**src/rtl/hazard_ctrl.sv**
```systemverilog
// hazard_ctrl: tracks EX/MEM/WB destination registers for the 5-stage pipeline,
// drives ID operand forwarding selects, load-use / branch-compare stalls and
// the IF/ID flush on taken branches and jumps.
module hazard_ctrl (
  input  logic        clk,
  input  logic        rst,
  input  logic        id_valid,
  input  logic [4:0]  id_rs,
  input  logic [4:0]  id_rt,
  input  logic        id_uses_rs,
  input  logic        id_uses_rt,
  input  logic        id_is_branch,
  input  logic        id_is_jump,
  input  logic        id_branch_taken,
  input  logic        id_reg_write,
  input  logic        id_mem_read,
  input  logic [4:0]  id_reg_des,
  output logic [1:0]  fwd_a,
  output logic [1:0]  fwd_b,
  output logic        pc_write,
  output logic        ifid_write,
  output logic        idex_bubble,
  output logic        ifid_flush,
  output logic [15:0] stall_cnt,
  output logic [15:0] flush_cnt
);

  localparam int unsigned RegW = 5;
  localparam int unsigned CntW = 16;
  localparam int unsigned SelW = 2;

  localparam logic [SelW-1:0] PortSel1 = 2'b00;  // register file
  localparam logic [SelW-1:0] PortSel2 = 2'b01;  // EX ALU result
  localparam logic [SelW-1:0] PortSel3 = 2'b10;  // MEM result
  localparam logic [SelW-1:0] PortSel4 = 2'b11;  // WB write data

  typedef struct packed {
    logic            valid;
    logic            reg_write;
    logic            mem_read;
    logic [RegW-1:0] des;
  } slot_t;

  slot_t ex_q, mem_q, wb_q;
  slot_t ex_d, mem_d, wb_d;

  logic [CntW-1:0] stall_cnt_q, stall_cnt_d;
  logic [CntW-1:0] flush_cnt_q, flush_cnt_d;

  logic stall_c;
  logic flush_c;
  logic [SelW-1:0] sel_a_c, sel_b_c;

  logic ex_hit_a, ex_hit_b, mem_hit_a, mem_hit_b, wb_hit_a, wb_hit_b;
  logic ex_hit, mem_hit;

  // A source hits a slot when that slot will write the same non-zero register
  function automatic logic slot_hit(input slot_t s, input logic [RegW-1:0] src,
                                    input logic uses);
    return s.valid & s.reg_write & (s.des == src) & (src != RegW'(0)) & uses;
  endfunction

  // Hazard detection and forward select priority EX > MEM > WB > regfile
  always_comb begin
    ex_hit_a  = slot_hit(ex_q,  id_rs, id_uses_rs);
    ex_hit_b  = slot_hit(ex_q,  id_rt, id_uses_rt);
    mem_hit_a = slot_hit(mem_q, id_rs, id_uses_rs);
    mem_hit_b = slot_hit(mem_q, id_rt, id_uses_rt);
    wb_hit_a  = slot_hit(wb_q,  id_rs, id_uses_rs);
    wb_hit_b  = slot_hit(wb_q,  id_rt, id_uses_rt);
    ex_hit    = ex_hit_a | ex_hit_b;
    mem_hit   = mem_hit_a | mem_hit_b;

    stall_c = ~rst & id_valid &
              ((ex_hit & ex_q.mem_read) |
               (ex_hit & id_is_branch) |
               (mem_hit & mem_q.mem_read & id_is_branch));

    // A stalled branch/jump keeps its flush until the stall clears
    flush_c = ~rst & id_valid & ~stall_c &
              (id_is_jump | (id_is_branch & id_branch_taken));

    sel_a_c = PortSel1;
    if (ex_hit_a)       sel_a_c = PortSel2;
    else if (mem_hit_a) sel_a_c = PortSel3;
    else if (wb_hit_a)  sel_a_c = PortSel4;

    sel_b_c = PortSel1;
    if (ex_hit_b)       sel_b_c = PortSel2;
    else if (mem_hit_b) sel_b_c = PortSel3;
    else if (wb_hit_b)  sel_b_c = PortSel4;
  end

  // Output drive; reset forces the free-running pipeline values
  always_comb begin
    fwd_a       = PortSel1;
    fwd_b       = PortSel1;
    pc_write    = 1'b1;
    ifid_write  = 1'b1;
    idex_bubble = 1'b0;
    ifid_flush  = 1'b0;
    if (!rst) begin
      if (id_valid) begin
        fwd_a = sel_a_c;
        fwd_b = sel_b_c;
      end
      pc_write    = ~stall_c;
      ifid_write  = ~stall_c;
      idex_bubble = stall_c;
      ifid_flush  = flush_c;
    end
  end

  // Next slot contents and saturating counters
  always_comb begin
    ex_d        = '0;
    mem_d       = ex_q;
    wb_d        = mem_q;
    stall_cnt_d = stall_cnt_q;
    flush_cnt_d = flush_cnt_q;
    if (!stall_c) begin
      ex_d.valid     = id_valid;
      ex_d.reg_write = id_reg_write & (id_reg_des != RegW'(0));
      ex_d.mem_read  = id_mem_read;
      ex_d.des       = id_reg_des;
    end
    if (stall_c && (stall_cnt_q != {CntW{1'b1}}))
      stall_cnt_d = stall_cnt_q + CntW'(1);
    if (flush_c && (flush_cnt_q != {CntW{1'b1}}))
      flush_cnt_d = flush_cnt_q + CntW'(1);
  end

  // Slot and counter registers
  always_ff @(posedge clk or posedge rst) begin
    if (rst) begin
      ex_q        <= '0;
      mem_q       <= '0;
      wb_q        <= '0;
      stall_cnt_q <= '0;
      flush_cnt_q <= '0;
    end else begin
      ex_q        <= ex_d;
      mem_q       <= mem_d;
      wb_q        <= wb_d;
      stall_cnt_q <= stall_cnt_d;
      flush_cnt_q <= flush_cnt_d;
    end
  end

  assign stall_cnt = stall_cnt_q;
  assign flush_cnt = flush_cnt_q;

endmodule

```
**config.mk**
```make
export PLATFORM = sky130hd
export DESIGN_NAME = hazard_ctrl
export DESIGN_NICKNAME = d
export VERILOG_FILES = /design/src/rtl/hazard_ctrl.sv
export SDC_FILE = /design/constraint.sdc
export NUM_CORES = 1
export LEC_CHECK = 0
export ABC_CLOCK_PERIOD_IN_PS = 2700
export BUFFER_PORTS_ARGS = -buffer_cell sky130_fd_sc_hd__buf_2
export CORE_MARGIN = 1
export CORE_UTILIZATION = 43
export CTS_BUF_LIST = sky130_fd_sc_hd__clkbuf_8
export DETAILED_ROUTE_END_ITERATION = 16
export GPL_ROUTABILITY_DRIVEN = 0
export GPL_TIMING_DRIVEN = 0
export PLACE_DENSITY = 0.69
export SLEW_MARGIN = 40
export SYNTH_ARGS = -nofsm -noshare
export SYNTH_HDL_FRONTEND = slang
export SYNTH_SLANG_ARGS = --single-unit
```
**constraint.sdc**
```tcl
create_clock -name clk -period 2.7 [get_ports clk]
set_input_delay 0.27 -clock clk [delete_from_list [all_inputs] [get_ports clk]]
set_output_delay 0.27 -clock clk [all_outputs]
set_load 0.01 [all_outputs]
```
==> insert_results.sql <==
INSERT INTO impl_metrics (metric_group, metric, value, unit) VALUES
('sta', 'achievable-frequency', '0.388', 'GHz'),
('sta', 'setup_total_negative_slack', '0', 'ns'),
('floorplan', 'initial_core_util', '0.453', ''),
('logic_synthesis', 'async_reset_ff_frac', '1.00', ''),
('logic_synthesis', 'ys_seq_area_frac', '0.508', ''),
('clock_tree', 'tritoncts', 'yes', ''),
('pwr', 'vdd.ir_drop.worst', '0.294', 'mV'),
('global_route', 'grt_pass1_wl', '9170', 'um'),
('sta', 'timing.hold.ws', '0.00983', 'ns'),
('drt', 'detail-route-antenna-nets', '0', ''),
('logic_synthesis', 'post_synth_main_area_contributors', 'dfrtp_1, xnor2_1, xor2_1', ''),
('sta', 'finalWorstPathRequiredPeriod', '2.58', 'ns'),
('critical_path', 'crit_path_cell_trace', 'xnor2_1, nand4_1, or4_4, a21o_4, a21oi_4, inv_1, buf_4, buf_2', ''),
('final_layout', 'antenna_cells', '0', ''),
('final_layout', 'layout-drive-gt1-share', '0.298', ''),
('logic_synthesis', 'avg_cell_area_syn', '11.1', 'sq um'),
('place', 'placedCellCount', '385', ''),
('critical_path', 'critical_path_arrival', '2.31', 'ns'),
('drt', 'drc', '0', ''),
('drt', 'drt_first_iter_violations', '77', ''),
('sta', 'rsz0062_at_grt', 'false', ''),
('critical_path', 'critical_path_class', 'flip-flop to output pin', ''),
('clock_tree', 'worst_setup_hold_path_clk_slew', '0.09', 'ns'),
('clock_tree', 'buffers_from_clock_root_to_sink_at_most', '2', ''),
('drt', 'wire_per_inst', '13.9', 'um'),
('sta', 'hold_viol_final', '0', ''),
('logic_synthesis', 'yosysWarningCount', '0', ''),
('logic_synthesis', 'synth_commonest_cells', 'dfrtp_1, xnor2_1, nand3_1, xor2_1, nand2_1', ''),
('logic_synthesis', 'post_synth_instance_area', '0.00271', 'sq mm'),
('floorplan', 'die_w', '81.4', 'um'),
('pwr', 'cellLeakagePower', '0.00153', 'uW'),
('logic_synthesis', 'netlist-cell-type-count', '37', ''),
('sta', 'relSlewSlack', '0.651', ''),
('place', 'dpl_worst_slack', '0.0172', 'ns'),
('floorplan', 'chip_height', '81.4', 'um'),
('critical_path', 'critical_path.max_stage_delay', '0.54', 'ns'),
('critical_path', 'critical_path_peak_fanout', '4', ''),
('worst_hold_path', 'min_path_type', 'input pin to async pin', ''),
('clock_tree', 'clock_sinks', '55', ''),
('clock_tree', 'cts_made_buffers', '5', ''),
('logic_synthesis', 'ys_seq_elements', '55', ''),
('logic_synthesis', 'dominantRegCellSynth', 'dfrtp_1', ''),
('sta', 'share_of_the_cycle_needed_by_the_critical_path_after_routing', '0.954', ''),
('pwr', 'power.total', '1680', 'uW'),
('job', 'drv_cap', '0', ''),
('critical_path', 'worst-path-buf-inv', '3', ''),
('global_route', 'grt_remaining_overflow', '0', ''),
('sta', 'crit_path_setup_slack_layout', '0.124', 'ns'),
('pwr', 'power.density_cell_area', '508', 'mW/mm^2'),
('global_route', 'track_usage', '0.181', ''),
('clock_tree', 'clk-insertion-delay-late', '0.30', 'ns'),
('critical_path', 'cp_slowest_cell', 'or4_4', ''),
('final_layout', 'filler_cell_count', '563', ''),
('status', 'status', 'finished, final reports clean', ''),
('drt', 'via_per_inst', '5.21', ''),
('drt', 'detail_route.wirelength', '5500', 'um'),
('logic_synthesis', 'count_of_flip_flops_with_a_built_in_enable_after_synthesis', '0', ''),
('critical_path', 'path_delay_family', 'simple AND/OR/NAND/NOR gates', ''),
('floorplan', 'die_area', '0.00663', 'sq mm'),
('global_route', 'antenna_found_initial', '0', ''),
('sta', 'final_max_slew_viol_count', '0', ''),
('critical_path', 'timing.critical_path.to_type', 'output pin', ''),
('logic_synthesis', 'post_synth_inst_count', '244', ''),
('floorplan', 'top_level_ports', '65', ''),
('final_layout', 'areaGrowthSynthToFinish', '21.6', '%'),
('global_route', 'grt_pass1_vias', '1893', ''),
('critical_path', 'timing.critical_path.required', '2.43', 'ns'),
('drt', 'route.vias.total', '2051', ''),
('floorplan', 'design.core.area', '0.00599', 'sq mm'),
('place', 'place_hpwl', '4200', 'um'),
('clock_tree', 'cts_root_buffer', 'clkbuf_8', '');
## cells by family (layout without fill, tap and decap cells)
| logic type | count (synthesis) | count (layout) | share of synthesized area |
|---|---|---|---|
| flip-flops | 55 | 55 | 0.508 |
| multiplexers | 5 | 5 | 0.0208 |
| XOR/XNOR | 57 | 57 | 0.184 |
| buffers and inverters | 9 | 84 | 0.0171 |
| AND/OR/NAND/NOR | 103 | 103 | 0.216 |
| AO/OA/AOI/OAI | 13 | 13 | 0.0457 |
| adder cells (fa/ha/maj) | 2 | 2 | 0.00923 |
## state kept, by name, indices dropped and copies added (netlist names)
| signal | cells |
|---|---|
| mem_q | 8 |
| flush_cnt | 16 |
| wb_q | 7 |
| ex_q | 8 |
| stall_cnt | 16 |
## worst reg2reg max path, cell delays in order, from the launching register on
cell,delay [ns]
dfrtp_1,0.42
xnor2_1,0.19
nand4_1,0.12
or4_4,0.54
a21o_4,0.25
a211oi_4,0.35
buf_6,0.20
nand4_1,0.12
xnor2_1,0.15
## where the power goes
group / total [uW] / leakage [uW] / internal [uW] / switching [uW]
logic: 267 / 0.000784 / 131 / 136
clock network: 447 / 0.0000470 / 202 / 245
registers: 962 / 0.000697 / 889 / 73.1
total: 1680 / 0.00153 / 1220 / 454
## metal layers
| metal | GRT usage | vias up | share of wire |
|---|---|---|---|
| met2 | 0.295 | 55 | 0.48 |
| met3 | 0.0326 | 6 | 0.050 |
| met5 | 0 | - | 0 |
| li1 | - | 997 | - |
| met1 | 0.247 | 993 | 0.46 |
| met4 | 0.0500 | 0 | 0.010 |
## cell usage in the layout (no fill, tap or decap), types with 3 or more instances in the layout
cell type / synthesis / layout
nand3_1: 20 / 20
dfrtp_1: 55 / 55
nor4_1: 6 / 5
xor2_1: 19 / 19
nand2_1: 18 / 18
or4_1: 5 / 5
buf_2: 1 / 65
and2b_1: 6 / 6
a21oi_1: 3 / 3
inv_1: 6 / 5
and3_1: 6 / 6
xnor2_1: 38 / 38
nand4_1: 9 / 9
mux2_2: 4 / 4
nor3_1: 11 / 11
clkbuf_8: 0 / 6
nor2_1: 10 / 10
## area by class of cell
class / instances / area (sq um) / area share
Multi-Input combinational cell: 180 / 1300 / 0.395
Inverter: 6 / 26.3 / 0.00797
Sequential cell: 55 / 1380 / 0.418
Tap cell: 75 / 93.8 / 0.0285
Clock buffer: 6 / 82.6 / 0.0251
Timing Repair Buffer: 68 / 385 / 0.117
Clock inverter: 1 / 5.00 / 0.00152
Buffer: 3 / 23.8 / 0.00721
## path summary, 6_finish.rpt
kind	start	slack [ns]	end	depth (start not counted)
min in group clk	id_mem_read	0.18	ex_q[5]	2
min reg2reg	mem_q[6]	0.38	wb_q[6]	0
max in group asynchronous	rst	1.79	stall_cnt[8]	3
max reg2reg	mem_q[3]	0.25	stall_cnt[15]	8
max	mem_q[3]	0.12	pc_write	8
min	rst	0.01	wb_q[6]	3
## through the flow
step / area [sq um] / util
3_3_place_gp: 3130 / 0.522
3_5_place_dp: 3180 / 0.530
2_1_floorplan: 2720 / -
6_report: 3300 / 0.550
5_1_grt: 3300 / 0.550
4_1_cts: 3300 / 0.550
## repair_timing
item,CTS,global route
pin swaps,1,2
endpoints found under the hold margin,10,0
hold buffers,1,0
endpoints found under the setup margin,3,1
gates resized for setup,2,0
buffers inserted,1,0
Power figures use the tool's default switching activity.
